--- config.mk ---
export PLATFORM = sky130hd
export DESIGN_NAME = alu_sequencer
export DESIGN_NICKNAME = d
export VERILOG_FILES = /design/src/rtl/alu_seq_pkg.sv /design/src/rtl/alu_seq_perf.sv /design/src/rtl/alu_sequencer.sv
export SDC_FILE = /design/constraint.sdc
export NUM_CORES = 2
export LEC_CHECK = 0
export BUFFER_PORTS_ARGS = -buffer_cell sky130_fd_sc_hd__buf_2
export CORE_AREA = 2 2 599 601
export DETAILED_ROUTE_END_ITERATION = 16
export DIE_AREA = 0 0 601 603
export HOLD_SLACK_MARGIN = 0.05
export MAX_ROUTING_LAYER = met4
export PLACE_DENSITY = 0.38
export RECOVER_POWER = 25
export SETUP_SLACK_MARGIN = 0.5
export SYNTH_ARGS = -nofsm -noshare
export SYNTH_HDL_FRONTEND = slang
export SYNTH_SLANG_ARGS = --single-unit
--- constraint.sdc ---
create_clock -name clk -period 2.2 [get_ports clk]
set_input_delay 0.44 -clock clk [delete_from_list [all_inputs] [get_ports clk]]
set_output_delay 0.44 -clock clk [all_outputs]
set_load 0.03 [all_outputs]
--- src/rtl/alu_seq_pkg.sv ---
// Shared constants for the ALU issue sequencer: vector geometry, opcodes and FSM states.
package alu_seq_pkg;

  localparam int LANES     = 16;
  localparam int LANE_W    = 16;
  localparam int DATA_W    = LANES * LANE_W;
  localparam int RED_STEPS = $clog2(LANES);
  localparam int STEP_W    = (RED_STEPS > 1) ? $clog2(RED_STEPS) : 1;
  localparam int SHIFT_W   = $clog2(DATA_W) + 1;
  localparam int PERF_W    = 32;

  localparam logic [3:0] VADD = 4'h0;
  localparam logic [3:0] VDOT = 4'h1;
  localparam logic [3:0] SMUL = 4'h2;
  localparam logic [3:0] SST  = 4'h3;
  localparam logic [3:0] VLD  = 4'h4;
  localparam logic [3:0] VST  = 4'h5;
  localparam logic [3:0] SLL  = 4'h6;
  localparam logic [3:0] SLH  = 4'h7;
  localparam logic [3:0] J    = 4'h8;
  localparam logic [3:0] NOP  = 4'hF;

  typedef enum logic [1:0] {
    IDLE   = 2'd0,
    EXEC   = 2'd1,
    REDUCE = 2'd2,
    DONE   = 2'd3
  } seq_state_e;

endpackage

--- src/rtl/alu_seq_perf.sv ---
// Performance counters for the ALU sequencer: completed instructions and busy cycles.
// Only instantiated when ALU_SEQ_PERF_EN is defined.
module alu_seq_perf
  import alu_seq_pkg::*;
(
  input  logic              clk,
  input  logic              rst_n,
  input  logic              i_out_hs,
  input  logic              i_busy,
  output logic [PERF_W-1:0] o_instr_cnt,
  output logic [PERF_W-1:0] o_busy_cnt
);

  logic [PERF_W-1:0] r_instr_cnt;
  logic [PERF_W-1:0] r_busy_cnt;

  // Both counters wrap naturally at 2^32.
  always_ff @(posedge clk or negedge rst_n) begin
    if (!rst_n) begin
      r_instr_cnt <= '0;
      r_busy_cnt  <= '0;
    end else begin
      if (i_out_hs) r_instr_cnt <= r_instr_cnt + PERF_W'(1);
      if (i_busy)   r_busy_cnt  <= r_busy_cnt + PERF_W'(1);
    end
  end

  assign o_instr_cnt = r_instr_cnt;
  assign o_busy_cnt  = r_busy_cnt;

endmodule

--- src/rtl/alu_sequencer.sv ---
// Issue/sequencing controller in front of the combinational vector ALU; VDOT runs as a
// multiply pass plus a VADD lane-reduction tree. Optional perf counters: ALU_SEQ_PERF_EN.
module alu_sequencer
  import alu_seq_pkg::*;
(
  input  logic              clk,
  input  logic              rst_n,
  input  logic              in_valid,
  output logic              in_ready,
  input  logic [3:0]        in_opcode,
  input  logic [DATA_W-1:0] in_op_1,
  input  logic [DATA_W-1:0] in_op_2,
  output logic              out_valid,
  input  logic              out_ready,
  output logic [DATA_W-1:0] out_result,
  output logic [3:0]        alu_opcode,
  output logic [DATA_W-1:0] alu_op_1,
  output logic [DATA_W-1:0] alu_op_2,
  input  logic [DATA_W-1:0] alu_result
`ifdef ALU_SEQ_PERF_EN
  ,
  output logic [PERF_W-1:0] perf_instr_cnt,
  output logic [PERF_W-1:0] perf_busy_cnt
`endif
);

  seq_state_e          r_state;
  seq_state_e          w_next;
  logic [3:0]          r_opcode;
  logic [DATA_W-1:0]   r_op1;
  logic [DATA_W-1:0]   r_op2;
  logic [DATA_W-1:0]   r_acc;
  logic [DATA_W-1:0]   r_result;
  logic [STEP_W-1:0]   r_step_cnt;
  logic [SHIFT_W-1:0]  w_shift;
  logic                w_in_hs;
  logic                w_out_hs;
  logic                w_last_step;

  assign in_ready    = (r_state == IDLE);
  assign out_valid   = (r_state == DONE);
  assign out_result  = r_result;
  assign w_in_hs     = in_valid & in_ready;
  assign w_out_hs    = out_valid & out_ready;
  assign w_last_step = (r_step_cnt == STEP_W'(RED_STEPS - 1));
  // Each reduction step folds the upper half of the still-live lanes onto the lower half.
  assign w_shift     = SHIFT_W'(DATA_W / 2) >> r_step_cnt;

  always_ff @(posedge clk or negedge rst_n) begin
    if (!rst_n) r_state <= IDLE;
    else        r_state <= w_next;
  end

  always_comb begin
    w_next     = r_state;
    alu_opcode = NOP;
    alu_op_1   = '0;
    alu_op_2   = '0;
    case (r_state)
      IDLE: begin
        if (w_in_hs) w_next = EXEC;
      end
      EXEC: begin
        alu_opcode = r_opcode;
        alu_op_1   = r_op1;
        alu_op_2   = r_op2;
        w_next     = (r_opcode == VDOT) ? REDUCE : DONE;
      end
      REDUCE: begin
        alu_opcode = VADD;
        alu_op_1   = r_acc;
        alu_op_2   = r_acc >> w_shift;
        if (w_last_step) w_next = DONE;
      end
      DONE: begin
        if (w_out_hs) w_next = IDLE;
      end
    endcase
  end

  // The result register is only written on the way into DONE, so backpressure holds it.
  always_ff @(posedge clk or negedge rst_n) begin
    if (!rst_n) begin
      r_opcode   <= 4'h0;
      r_op1      <= '0;
      r_op2      <= '0;
      r_acc      <= '0;
      r_result   <= '0;
      r_step_cnt <= '0;
    end else begin
      if (w_in_hs) begin
        r_opcode <= in_opcode;
        r_op1    <= in_op_1;
        r_op2    <= in_op_2;
      end
      case (r_state)
        EXEC: begin
          r_acc      <= alu_result;
          r_step_cnt <= '0;
          if (r_opcode != VDOT) r_result <= alu_result;
        end
        REDUCE: begin
          r_acc      <= alu_result;
          r_step_cnt <= r_step_cnt + STEP_W'(1);
          if (w_last_step) r_result <= DATA_W'(alu_result[LANE_W-1:0]);
        end
        default: ;
      endcase
    end
  end

`ifdef ALU_SEQ_PERF_EN
  alu_seq_perf u_perf (
    .clk         (clk),
    .rst_n       (rst_n),
    .i_out_hs    (w_out_hs),
    .i_busy      (r_state != IDLE),
    .o_instr_cnt (perf_instr_cnt),
    .o_busy_cnt  (perf_busy_cnt)
  );
`endif

endmodule

# Word level (Yosys, flattened, before mapping)
# Index checks and enable logic that the tools add are counted.
# Widths: inputs -> output; s select.
[op_classes]
add_sub_neg = 1
n_eq_ne = 10
shift = 2
muxes = 12
bitwise = 2
reduce_logical = 5
[ops]
columns = ["op", "count"]
rows = [
  ["$pmux 256 s2", 3],
  ["$mux 256", 2],
  ["$shr 256x9->256", 1],
  ["$shr 8x2->9 const A", 1],
  ["$pmux 2 s4", 1],
  ["$pmux 4 s2", 1],
  ["$eq 2x2->1 const B", 3],
  ["$mux 2", 3],
  ["$reduce_and 3->1", 2],
  ["$eq 4x1->1 const B", 1],
  ["$ne 2x1->1 const B", 2],
  ["$ne 2x2->1 const B", 2],
  ["$ne 4x1->1 const B", 1],
  ["$pmux 2 s2", 1],
  ["$add 2x1->2 const B", 1],
  ["$and 1x1->1", 2],
  ["$eq 2x1->1 const B", 1],
  ["$logic_not 2->1", 1],
  ["$reduce_bool 2->1", 1],
  ["$reduce_or 2->1", 1],
  ["$mux 1", 1],
]
[word_totals]
register_bits = 1032
input_bits = 776
output_inout_bits = 774
wordCells = 39

# Longest topological paths before layout
[logic_depth]
word_depth = 4
depth_mapped = 10
mapped_depth_nobuf = 6

# Least setup slack after synthesis
# OpenSTA, ideal clock, no wires.
[synth_timing]
kind = "flip-flop to output port"
from = "register r_step_cnt[0]"
to = "output port alu_op_2[131]"
arrival_ns = 2.429
required_time_ns = 1.760
slack_ns = -0.669
stages_incl_launch_ff = 10
n_path_buf = 4
cell_sequence = "dfrtp_1 -> inv_1 -> ha_1 -> buf_4 -> buf_4 -> buf_2 -> buf_4 -> mux2i_1 -> mux2i_1 -> o21ai_0"
[synth_via]
elab_chain_cells = 3
[synth_lines]
columns = ["element", "line", "text"]
rows = [
  ["start, declared", "alu_sequencer.sv:34", "logic [STEP_W-1:0] r_step_cnt;"],
  ["start signal, assigned", "alu_sequencer.sv:104", "r_step_cnt <= r_step_cnt + STEP_W'(1);"],
  ["$shr 8x2->9", "alu_sequencer.sv:47", "assign w_shift = SHIFT_W'(DATA_W / 2) >> r_step_cnt;"],
  ["$shr 256x9->256", "alu_sequencer.sv:72", "alu_op_2 = r_acc >> w_shift;"],
  ["$pmux 256 s2", "alu_sequencer.sv:59", "case (r_state)"],
  ["end, declared", "alu_sequencer.sv:18", "output logic [DATA_W-1:0] alu_op_2,"],
]
# Every way passes these cells.

# Worst setup path in the final report
[layout_timing]
from = "register r_step_cnt[1]"
to = "output port alu_op_2[128]"
# The elaborated chain is that of the path after synthesis.

==> flow_summary.json <==
{
  "status": "finished with violations",
  "drt-total-wl_um": 462000,
  "rrSetupSlack_ns": -0.94,
  "fmaxAchievable_ghz": 0.211,
  "yosys_warnings": 0,
  "grt_max_degree": 116,
  "ant_nets": 0,
  "drive_gt1_share_pct": 61.4,
  "tightest_slew_ns": 1.69,
  "h-tree-depth": 4,
  "clkTransAtPathRegs_ns": 0.07,
  "crit_fanout": 3,
  "hold_depth": 3,
  "multi_input_area_um2": 28700,
  "port_buffers": 1549,
  "die_area_um2": 362000,
  "grt_pass1_wl_um": 590000,
  "p_leak_nw": 43.7,
  "grt_usage_pct": 25.4,
  "rr_endpoint": "out_result[115]",
  "async_flop_share_pct": 100,
  "fin_skew_ns": 0.0361,
  "rows": 219,
  "dpl.hpwl_um": 391000,
  "ir_drop_uv": 1280,
  "via_count": 54000,
  "clock_sinks": 1032,
  "drt-vias-per-instance": 4.34,
  "synth_edf_count": 0,
  "overflow": 0,
  "power_w": 0.209,
  "worstSkewPairLatency_ns": 0.88,
  "utilization_pct": 28.1,
  "synthFlopType": "dfrtp_1",
  "drcViolationCount": 0,
  "synthTopCellsByCount": "1032 x dfrtp_1, 852 x mux2_2, 554 x a22o_1",
  "synth_area_per_cell_um2": 13.1,
  "dp_slack_ns": -1.90,
  "hold_ws_ns": 0.148,
  "yosysMostFrequentCell": "dfrtp_1",
  "ys_seq_area_share_pct": 49.7,
  "finalSetupViolCount": 1132,
  "setup.worst_path.start_class": "flop",
  "start_util_pct": 14.6,
  "worst_slew_margin_rel_pct": -12.6,
  "r2r_cells": 14,
  "reg2reg_from": "r_step_cnt[1]",
  "syn_inst": 3966,
  "finalCritPeriodShare_pct": 216,
  "syn-cell-area_um2": 52000,
  "nFillCells": 37100,
  "violations": "capacitance limit, slew limit, setup timing",
  "synth_area_leaders": "dfrtp_1 50%, mux2_2 18%, a22o_1 9.3%",
  "die_width_um": 601,
  "min_period_ns": 4.75,
  "syn_to_final_growth_pct": 92.4,
  "antenna_found_initial": 123,
  "whs_endpoint": "r_state[0]",
  "place.gp.congestion": 0.947,
  "finalHoldViolations": 0,
  "path_class": "flop to output port",
  "grt_pass1_vias": 56300,
  "routedWlPerCell_um": 37.1,
  "core-area_um2": 355000,
  "drv_slew": 28,
  "cts_made_buffers": 149,
  "synth_top_cell_by_area": "dfrtp_1",
  "synth-seq-cells": 1032,
  "power.density_nw_per_um2": 2080,
  "ys_types": 55,
  "worstHoldPathType": "input pin to flop",
  "min_from": "out_ready",
  "drtIter0Drc": 3724,
  "layout.nets": 8323,
  "cts_tree": "built",
  "io_pins": 1550,
  "synth_fp_nets": 4752,
  "required_ns": 1.76,
  "yosysTopAreaCellShare_pct": 49.7,
  "worst_ep_arrival_time_ns": 4.31,
  "max_cap_violations": 1,
  "fin_ws_ns": -2.55,
  "cts_buffer_depth": 4,
  "root_buffer": "clkbuf_16",
  "rsz0062_at_grt": "true",
  "die_h_um": 603,
  "regArea_um2": 25800,
  "drtPass1Iterations": 7,
  "crit_path_end_kind": "output port"
}
==> logic make-up (layout without fill, tap and decap cells) <==
kind of cell / count (synthesis) / count (layout) / synth area share (%)
buffers and inverters: 382 / 4058 / 3.96
AND/OR/NAND/NOR: 277 / 277 / 2.29
adder cells (fa/ha/maj): 10 / 10 / 0.241
other: 0 / 64 / 0
multiplexers: 1302 / 1302 / 29.2
AO/OA/AOI/OAI: 963 / 963 / 14.7
flip-flops: 1032 / 1032 / 49.7
==> stage by stage <==
| stage | setup TNS, ns | instances | cell area, µm² |
|---|---|---|---|
| after floorplan | -86.05 | 3966 | 53900 |
| after global placement | -481.40 | 11200 | 80700 |
| after detailed placement | -463.16 | 11200 | 80700 |
| after CTS | -1028.46 | 12300 | 97500 |
| after global routing | -1121.34 | 12400 | 100000 |
| final | -1057.34 | 12500 | 100000 |
==> how the worst max path moves through the flow <==
stage | slack (ns) | cells past startpoint | end | from
after floorplan | -0.39 | 8 | alu_op_2[15] | r_step_cnt[0]
after global placement | -2.26 | 11 | alu_op_2[133] | r_step_cnt[0]
after detailed placement | -1.90 | 8 | alu_op_2[0] | r_step_cnt[0]
after CTS | -2.36 | 9 | alu_op_2[128] | r_step_cnt[0]
after global routing | -2.34 | 11 | alu_op_2[128] | r_step_cnt[1]
final | -2.55 | 11 | alu_op_2[128] | r_step_cnt[1]
==> metal layers <==
metal / share of wire [%] / up-vias / track usage [%]
li1: - / 22600 / -
met1: 42 / 28500 / 31.0
met2: 47 / 2235 / 40.8
met3: 4.9 / 766 / 4.01
met4: 6.0 / 0 / 12.2
met5: 0 / - / -
==> worst max-delay path: stages, from the launching register on <==
cell      delay [ns]
dfrtp_2         0.46
buf_12          0.15
ha_4            0.17
buf_12          0.13
mux2i_2         0.16
mux2i_1         0.12
buf_4           0.17
a222oi_1        1.38
buf_4           0.38
buf_6           0.12
o21ai_4         0.06
buf_6           0.14
==> layout by cell type, fill, tap and decap left out, drive strengths merged, types with 6 or more instances in the layout <==
master / instances
buf: 2995
clkinv: 24
nor2b: 6
o21ai: 130
o21a: 21
nand2: 209
a22o: 554
dfrtp: 1032
bufinv: 9
o221ai: 43
nand2b: 7
nor3: 17
inv: 26
mux2: 852
o22ai: 21
ha: 10
a22oi: 80
clkinvlp: 8
a21oi: 27
diode: 64
nor2: 18
a222oi: 6
mux4: 83
clkbuf: 222
mux2i: 367
o2111ai: 12
dlygate4sd3: 774
o211ai: 43
==> flip-flops by register name, summed over array words and instances (netlist names) <==
register,cells
r_op1,256
r_state,2
r_opcode,4
r_op2,256
r_step_cnt,2
r_acc,256
out_result,256
==> report_power, final <==
group	switching [W]	internal [W]	total, W
Clock	0.0102	0.0148	0.0250
Combinational	0.0813	0.0635	0.145
Sequential	0.0103	0.0284	0.0387
Total	0.102	0.107	0.209
==> what timing repair did <==
action / 4_1_cts / 5_1_grt
setup endpoints to repair: 1777 / 1780
hold buffers: 774 / 0
buffers inserted: 100 / 96
gates cloned: 4 / 1
pin swaps: 94 / 110
hold endpoints to repair: 1759 / 0
gates resized for setup: 671 / 361
==> cell type report <==
cell class,instances,area share [%]
Antenna cell,64,0.160
Timing Repair Buffer,3786,34.3
Tap cell,4751,5.94
Clock inverter,51,0.649
Inverter,15,0.0926
Clock buffer,205,4.29
Sequential cell,1032,25.8
Multi-Input combinational cell,2552,28.7
Timing Repair inverter,1,0.0113
Note: power is estimated with default switching activity, not from simulation.
